[src/rtl/lupa_reg_scheduler.sv]
// LUPA300 SPI register-write scheduler: merges host and auto-exposure writes and issues them
// only inside frame blanking. Optional macro LUPA_REG_COALESCE_EN merges writes by address.
module lupa_reg_scheduler #(
  parameter int QDEPTH        = 4,
  parameter int GUARD_CYC     = 64,
  parameter int MAX_PER_BLANK = 8,
  parameter int TIMEOUT_CYC   = 4096
) (
  input  logic        iCLOCK_80,
  input  logic        iRESET,
  input  logic        Frame_Valid,
  input  logic        host_req,
  input  logic [15:0] host_data,
  output logic        host_ack,
  input  logic        ae_req,
  input  logic [15:0] ae_data,
  output logic        ae_ack,
  output logic        spi_start,
  output logic [15:0] spi_word,
  input  logic        spi_done,
  output logic        blank_open,
  output logic [4:0]  q_level,
  output logic        late_err,
  output logic        tmo_err
);
  localparam int PW = $clog2(QDEPTH);
  localparam int GW = $clog2(GUARD_CYC + 1);
  localparam int IW = $clog2(MAX_PER_BLANK + 1);
  localparam int TW = $clog2(TIMEOUT_CYC + 1);
  localparam logic [GW-1:0] GUARD_MAX = GW'(GUARD_CYC);
  localparam logic [IW-1:0] ISSUE_MAX = IW'(MAX_PER_BLANK);
  localparam logic [TW-1:0] TMO_LAST  = TW'(TIMEOUT_CYC - 1);
  localparam logic [4:0]    LEVEL_MAX = 5'(QDEPTH);

  typedef enum logic [1:0] {S_IDLE, S_ISSUE, S_WAIT} state_t;
  state_t state_reg, state_next;

  logic          fv_meta_reg, fv_s_reg, fv_d_reg;
  logic          fv_fall, fv_rise;
  logic [GW-1:0] guard_reg;
  logic [IW-1:0] issued_reg;
  logic [TW-1:0] tmo_cnt_reg, tmo_cnt_next;
  logic [15:0]   mem_reg [QDEPTH];
  logic [PW-1:0] rd_ptr_reg, wr_ptr_reg, wr_idx, merge_idx;
  logic [4:0]    level_reg;
  logic          rr_ae_reg, late_reg, tmo_reg;
  logic          pick_any, pick_ae, accept, push, pop, tmo_hit, merge;
  logic [15:0]   in_word;

  always_ff @(posedge iCLOCK_80 or posedge iRESET) begin
    if (iRESET) begin
      fv_meta_reg <= 1'b0;
      fv_s_reg    <= 1'b0;
      fv_d_reg    <= 1'b0;
    end else begin
      fv_meta_reg <= Frame_Valid;
      fv_s_reg    <= fv_meta_reg;
      fv_d_reg    <= fv_s_reg;
    end
  end

  assign fv_fall    = fv_d_reg & ~fv_s_reg;
  assign fv_rise    = ~fv_d_reg & fv_s_reg;
  assign blank_open = ~fv_s_reg & (guard_reg == GUARD_MAX) & (issued_reg < ISSUE_MAX);

  // Round-robin only matters under contention; the pointer always moves away from the winner.
  always_comb begin
    pick_any = host_req | ae_req;
    pick_ae  = (host_req & ae_req) ? rr_ae_reg : ae_req;
    in_word  = pick_ae ? ae_data : host_data;
  end

`ifdef LUPA_REG_COALESCE_EN
  logic [QDEPTH-1:0] hit;
  for (genvar gi = 0; gi < QDEPTH; gi++) begin : g_match
    logic [PW-1:0] rel;
    assign rel     = PW'(gi) - rd_ptr_reg;
    // The in-flight head must not change under the upload engine.
    assign hit[gi] = (5'(rel) < level_reg)
                   && !((rel == '0) && (state_reg != S_IDLE))
                   && (mem_reg[gi][15:12] == in_word[15:12]);
  end
  always_comb begin
    merge_idx = '0;
    for (int i = QDEPTH - 1; i >= 0; i--) begin
      if (hit[i]) merge_idx = PW'(i);
    end
  end
  assign merge = |hit;
`else
  assign merge     = 1'b0;
  assign merge_idx = '0;
`endif

  assign accept   = pick_any & ((level_reg < LEVEL_MAX) | merge);
  assign push     = accept & ~merge;
  assign wr_idx   = merge ? merge_idx : wr_ptr_reg;
  assign host_ack = accept & ~pick_ae;
  assign ae_ack   = accept & pick_ae;

  always_ff @(posedge iCLOCK_80) begin
    if (accept) mem_reg[wr_idx] <= in_word;
  end

  always_comb begin
    state_next   = state_reg;
    tmo_cnt_next = tmo_cnt_reg;
    pop          = 1'b0;
    tmo_hit      = 1'b0;
    case (state_reg)
      S_IDLE: begin
        if ((level_reg != '0) && blank_open) state_next = S_ISSUE;
      end
      S_ISSUE: begin
        tmo_cnt_next = '0;
        state_next   = S_WAIT;
      end
      S_WAIT: begin
        if (spi_done) begin
          pop        = 1'b1;
          state_next = ((level_reg > 5'd1) && blank_open) ? S_ISSUE : S_IDLE;
        end else if (tmo_cnt_reg == TMO_LAST) begin
          pop        = 1'b1;
          tmo_hit    = 1'b1;
          state_next = S_IDLE;
        end else begin
          tmo_cnt_next = tmo_cnt_reg + TW'(1);
        end
      end
      default: state_next = S_IDLE;
    endcase
  end

  always_ff @(posedge iCLOCK_80 or posedge iRESET) begin
    if (iRESET) begin
      state_reg   <= S_IDLE;
      tmo_cnt_reg <= '0;
      guard_reg   <= '0;
      issued_reg  <= '0;
      rd_ptr_reg  <= '0;
      wr_ptr_reg  <= '0;
      level_reg   <= '0;
      rr_ae_reg   <= 1'b0;
      late_reg    <= 1'b0;
      tmo_reg     <= 1'b0;
    end else begin
      state_reg   <= state_next;
      tmo_cnt_reg <= tmo_cnt_next;
      if (fv_fall) guard_reg <= '0;
      else if (!fv_s_reg && (guard_reg != GUARD_MAX)) guard_reg <= guard_reg + GW'(1);
      if (fv_fall) issued_reg <= '0;
      else if (spi_start) issued_reg <= issued_reg + IW'(1);
      if (push) wr_ptr_reg <= wr_ptr_reg + PW'(1);
      if (pop) rd_ptr_reg <= rd_ptr_reg + PW'(1);
      case ({push, pop})
        2'b10:   level_reg <= level_reg + 5'd1;
        2'b01:   level_reg <= level_reg - 5'd1;
        default: level_reg <= level_reg;
      endcase
      if (accept) rr_ae_reg <= ~pick_ae;
      if ((state_reg != S_IDLE) && fv_rise) late_reg <= 1'b1;
      if (tmo_hit) tmo_reg <= 1'b1;
    end
  end

  assign spi_start = (state_reg == S_ISSUE);
  assign spi_word  = (state_reg == S_IDLE) ? 16'h0000 : mem_reg[rd_ptr_reg];
  assign q_level   = level_reg;
  assign late_err  = late_reg;
  assign tmo_err   = tmo_reg;

endmodule

[config.mk]
export PLATFORM = sky130hd
export DESIGN_NAME = lupa_reg_scheduler
export DESIGN_NICKNAME = d
export VERILOG_FILES = /design/src/rtl/lupa_reg_scheduler.sv
export SDC_FILE = /design/constraint.sdc
export NUM_CORES = 1
export LEC_CHECK = 0
export ABC_AREA = 1
export CAP_MARGIN = 20
export CORE_ASPECT_RATIO = 1.75
export CORE_MARGIN = 2
export CORE_UTILIZATION = 40
export CTS_CLUSTER_SIZE = 28
export DETAILED_ROUTE_END_ITERATION = 8
export SETUP_SLACK_MARGIN = 0.05
export SLEW_MARGIN = 20
export SYNTH_ARGS = -nofsm -noshare
export SYNTH_HDL_FRONTEND = slang
export SYNTH_SLANG_ARGS = --single-unit
[constraint.sdc]
create_clock -name iCLOCK_80 -period 2.6 [get_ports iCLOCK_80]
set_input_delay 0.39 -clock iCLOCK_80 [delete_from_list [all_inputs] [get_ports iCLOCK_80]]
set_output_delay 0.39 -clock iCLOCK_80 [all_outputs]
set_load 0.05 [all_outputs]
**Word-level counts from Yosys, hierarchy flattened**

Memory sizes are Yosys's and may differ from the RTL's.
Cells that the tools add are included.

- Flip-flop bits (word level): 41
- Memory bits (writable): 64
- Input bits: 38
- Output and inout port bits: 27
- Logic and storage cells: 84
- Memories kept: 1

- Add/subtract/negate cells: 7
- Order comparisons: 3
- Equal/unequal tests: 11
- Muxes and demuxes: 23
- Bitwise logic cells: 12
- Reductions and logical operators: 14

Memory list:

| name | words | width | read ports | clocked after memory_dff | write ports | line | source |
|---|---|---|---|---|---|---|---|
| mem_reg | 4 | 16 | 1 | 0 | 1 | 43 | `logic [15:0] mem_reg [QDEPTH];` |

Operators by type and width:

| cell | number |
|---|---|
| $mux W16 | 2 |
| $mux W13 | 2 |
| $pmux W13 S2 | 1 |
| $mux W7 | 2 |
| $add A13 B1 Y13 const B | 1 |
| $eq A13 B12 Y1 const B | 1 |
| $pmux W5 S2 | 1 |
| $reduce_bool A2 Y1 | 5 |
| $mux W1 | 9 |
| $and A1 B1 Y1 | 8 |
| $mux W4 | 2 |
| $add A7 B1 Y7 const B | 1 |
| $eq A7 B7 Y1 const B | 1 |
| $ne A7 B7 Y1 const B | 1 |
| $mux W2 | 3 |
| $ne A2 B2 Y1 const B | 3 |
| $pmux W2 S3 | 1 |
| $add A5 B1 Y5 const B | 1 |
| $gt A5 B1 Y1 const B | 1 |
| $lt A5 B3 Y1 const B | 1 |
| $reduce_bool A5 Y1 | 1 |
| $sub A5 B1 Y5 const B | 1 |
| $add A2 B1 Y2 const B | 2 |
| $add A4 B1 Y4 const B | 1 |
| 11 further kinds | 18 |

**Logic depth before layout (Yosys ltp)**

Gate-level depths: netlist of the first run.

- Depth after elaboration: 7
- Depth in mapped cells: 15
- Mapped depth without buffers: 15

**Worst setup path after synthesis of the first run**

Ideal clock, no wire load.

- Kind: flip-flop to flip-flop
- Start point: reg level_reg[2] (netlist: q_level[2])
- End point: mem mem_reg[0][0], enable pin
- Setup time: 389 ps
- Arrival time: 1838 ps
- Data required time: 2211 ps
- Setup slack: 374 ps
- Cell stages (with the launch flop): 4
- Path buffers: 0
- Clock period less this slack: 2226 ps
- Cells stage by stage: dfrtp_1 -> nor2_1 -> o211ai_2 -> nor2_1

- Word-level cells in the longest chain between the ends: 4

RTL lines:

| element | line | source |
|---|---|---|
| start: declaration | 45 | `logic [4:0] level_reg;` |
| start signal: assignment | 156 | `2'b10: level_reg <= level_reg + 5'd1;` |
| start signal: assignment | 157 | `2'b01: level_reg <= level_reg - 5'd1;` |
| start signal: assignment | 158 | `default: level_reg <= level_reg;` |
| $lt A5 B3 Y1 | 95 | `assign accept = pick_any & ((level_reg < LEVEL_MAX) \| merge);` |
| $and A1 B1 Y1 | 95 |  |
| $mux W1 | 102 | `if (accept) mem_reg[wr_idx] <= in_word;` |
| $mux W1 (implied by the code) | 102 |  |
| end: declaration | 43 |  |

Every way passes these cells.

**Worst setup path after layout of the first run**

- Start point: reg state_reg[1]
- End point: out spi_start

- Word-level cells in the longest chain between the ends: 1

RTL lines:

| element | line | source |
|---|---|---|
| start: declaration | 36 | `state_t state_reg, state_next;` |
| start signal: assignment | 147 | `state_reg <= state_next;` |
| $eq A2 B1 Y1 | 166 | `assign spi_start = (state_reg == S_ISSUE);` |
| end: declaration | 18 | `output logic spi_start,` |

Every way passes these cells.

==> results of run 1 <==
==> worst register-to-register path, delay by kind of cell (launching register included) <==
kind,cells,cell delay [ns]
compound gates,2,0.24
xor+xnor,1,0.16
fa+ha+maj,2,0.56
buf+inv,2,0.15
flops,1,0.41
simple gates,6,0.70
==> power by group through the flow <==
stage,combinational (mW),sequential [mW],clock [mW]
after floorplan,0.102,1.85,0
after global placement,0.196,1.85,0
after detailed placement,0.201,1.85,0
after CTS,0.202,1.82,1.34
after global routing,0.226,1.82,1.41
final,0.197,1.82,1.32
==> worst max path at each step <==
stage,start,endpoint,cells past startpoint
2_1_floorplan,q_level[2],mem_reg[0][0],3
3_3_place_gp,tmo_cnt_reg[0],q_level[4],13
3_5_place_dp,tmo_cnt_reg[0],q_level[4],13
4_1_cts,guard_reg[0],blank_open,7
5_1_grt,tmo_cnt_reg[0],q_level[4],13
6_report,state_reg[1],spi_start,3
==> per-stage QoR <==
stage,setup slack (ns),util [%],instances,instance area [sq um],total power [mW]
2_1_floorplan,0.374,-,548,5120,1.95
3_3_place_gp,0.274,49.2,775,6150,2.05
3_5_place_dp,0.186,49.2,775,6150,2.06
4_1_cts,0.0792,51.5,791,6440,3.36
5_1_grt,0.0955,51.7,792,6460,3.46
6_report,0.290,51.7,792,6460,3.34
==> Yosys cell counts, drive strengths merged <==
master	number	area (sq um)
edfxtp	64	1920
ha	17	213
buf	6	52.6
o211ai	1	12.5
o21ai	58	317
nand2	123	500
nor2	103	397
nor3	4	25.0
clkinv	2	7.51
nand4	6	37.5
inv	42	158
a31o	1	8.76
a21oi	24	120
or2	3	18.8
dfrtp	41	1030
clkbuf	13	50.0
xnor2	4	35.0
xor2	6	52.6
nand3	24	120
o21bai	5	37.5
a211oi	1	7.51
==> per-layer routing <==
layer | vias to the layer above | part of all wire (%)
met3 | 17 | 4.0
met2 | 81 | 55
met1 | 1880 | 39
met5 | - | 0
met4 | 0 | 1.6
li1 | 1952 | -
==> cells by family (layout without fill, tap and decap cells) <==
family                   after synthesis  in the layout  share of synthesized area (%)
AO/OA/AOI/OAI                         90             90                           9.83
adder cells (fa/ha/maj)               17             17                           4.16
XOR/XNOR                              10             10                           1.71
flip-flops                           105            105                           57.6
buffers and inverters                 63            139                           5.23
AND/OR/NAND/NOR                      263            263                           21.5
==> cell type report <==
| class | instances | area, sq um | share of cell area (%) |
|---|---|---|---|
| clock inverters | 7 | 60.1 | 0.929 |
| repair buffers | 79 | 936 | 14.5 |
| well taps | 168 | 210 | 3.25 |
| flip-flops and latches | 105 | 2950 | 45.6 |
| multi-input cells | 380 | 1910 | 29.6 |
| clock buffers | 9 | 225 | 3.48 |
| inverters | 44 | 169 | 2.61 |
==> cells in the final DEF (no fill, tap or decap), drive strengths merged, types with 6 or more instances in the layout <==
cell type      count
xor2               6
nand3             24
ha                17
edfxtp            64
buf               33
nand2            123
nand4              6
o21ai             58
a21oi             24
dfrtp             41
nor2             103
clkdlybuf4s50     45
inv               47
clkbuf             9
==> timing repair <==
| action | CTS | global route |
|---|---|---|
| endpoints found under the hold margin | 0 | 0 |
| setup buffers | 0 | 1 |
| resized for setup | 0 | 7 |
| setup endpoints to repair | 0 | 5 |
==> summary.md, run 1 <==
| Metric | Value |
|---|---|
| Initial Util | `40.9%` |
| Drc violations | `0` |
| CTS H-tree lvls | `3` |
| Synthesized area per cell | `about 9.3 sq um` |
| Worst clock skew | `0.00967 ns` |
| Synth warn | `0` |
| 1st-pass router iterations | `5` |
| Met3 GRT Util | `3.97%` |
| Worst R2R Setup Slack | `0.29 ns` |
| Fin crit period | `2.31 ns` |
| Clock Latency Late Sink | `around 0.35 ns` |
| Leakage | `approximately 2.6 nW` |
| Worst Hold End | `fv_s_reg` |
| Kind of critical path | `flop to output port` |
| Net Switching | `0.775 mW` |
| Max incr delay on CP | `0.83 ns` |
| Via count | `3,930` |
| Sequential fraction of the synthesis area | `between 50% and 60%` |
| Hold Vio Cnt, Final | `0` |
| WL/cell | `14.2 um` |
| Max reg flops | `64` |
| Fmax | `~0.43 GHz` |
| Via-to-Cell Ratio | `4.96` |
| Hold WS | `0.353 ns` |
| Synthesized cell area | `5120 sq um` |
| Worst R2R End | `q_level[4]` |
| Tot GR Track Use | `17.2%` |
| Worst slew margin | `63.9%` |
| Grt met1 use | `18.9%` |
| First-pass GRT wire length | `18,200 um` |
| Power Density | `516 nW/um^2` |
| Distinct cells, synth | `34` |
| Total gr overflow | `0` |
| Internal Pwr Total | `2.56 mW` |
| Worst Reg-to-Reg Cells | `13` |
| Status | `complete, no violations` |
| Largest net degree at the start of global routing | `42` |
| Layout Nets | `674` |
| Flop pwr share | `54.5%` |
| Root Driver | `clkbuf_16` |
| RSZ-0062 raised after global routing | `false` |
| Least-Margin Pin Slew | `~0.54 ns` |
| Clock power share | `39.6%` |
| Class of the worst hold path | `flop to flop` |
| Clock Sinks | `105` |
| Comb power frac | `under 10%` |
| Antenna-violating nets left | `0` |
| Filler instances | `1,105` |
| Crit. End Element | `output port` |
| Clock slew at reported path FFs | `0.07 ns` |
| Syn Nets | `603` |
| Area grow syn2layout | `26.3%` |
| I/O pin total | `65` |
| Most Used Layer, Global Route | `met2` |
| Cells after Synth | `548` |
| Starting DRT DRC Count | `about 170` |
| CTS max path bufs | `2` |
| Die area | `between 10,000 and 15,000 sq um` |
| IO Port Bufs | `64` |
| Total CTS buffers | `9` |
| Die Ht | `154 um` |
| HPWL Detailed | `7900 um` |
| Critical path cell sequence | `inv_1, ha_1, clkdlybuf4s50_1` |
| Pins over their slew limit | `0` |
| Core area | `12,500 sq um` |
| Antenna cells | `0` |
| Worst Hold Launch | `fv_meta_reg` |
| Slowest library cell on the worst path | `clkdlybuf4s50_1` |
| Antenna violations before repair | `0` |
| # setup viols final | `0` |
| M2 GR Usage | `31.4%` |
| Hold depth | `0` |
| Period Utilization, post-route | `88.8%` |
| Vias in the first global route | `3,859` |
| Max-cap violations | `0` |
| Req. time, crit path | `about 2.2 ns` |
| Worst VDD drop | `between 0.3 and 0.4 mV` |
| Hold Buf Count CTS | `0` |
| Setup tns final | `0 ns` |
| DRT Wirelength | `11,300 um` |
| Worst endpoint data arrival time | `1.92 ns` |
| Reg-to-Reg Start | `tmo_cnt_reg[0]` |
| CTS tree | `done` |
| CP bufs+invs | `2` |
| Routability cong. | `about 0.84` |
| Seq cells post-synth | `105` |
| Switching Share | `a little under a quarter` |
| Layout cells sized above 1 | `12.7%` |
| Core Rows | `54` |
| Die X-Extent | `89.5 um` |
| CP Launch Type | `flop` |
| Crit path max-delay family | `buffers and inverters` |
| Worst-path maximum fanout | `5` |
No activity file was read; power rests on OpenSTA's default activity.
==> run 2, diff against run 1 <==
SKIP_CTS_REPAIR_TIMING = 1   (was not set)
==> results of run 2 <==
Final layout, timing and power as in run 1 (identical DEF).
==> run 3, diff against run 2 <==
CAP_MARGIN = not set   (was 20)
==> results of run 3 <==
Final layout, timing and power as in run 1 (identical DEF).
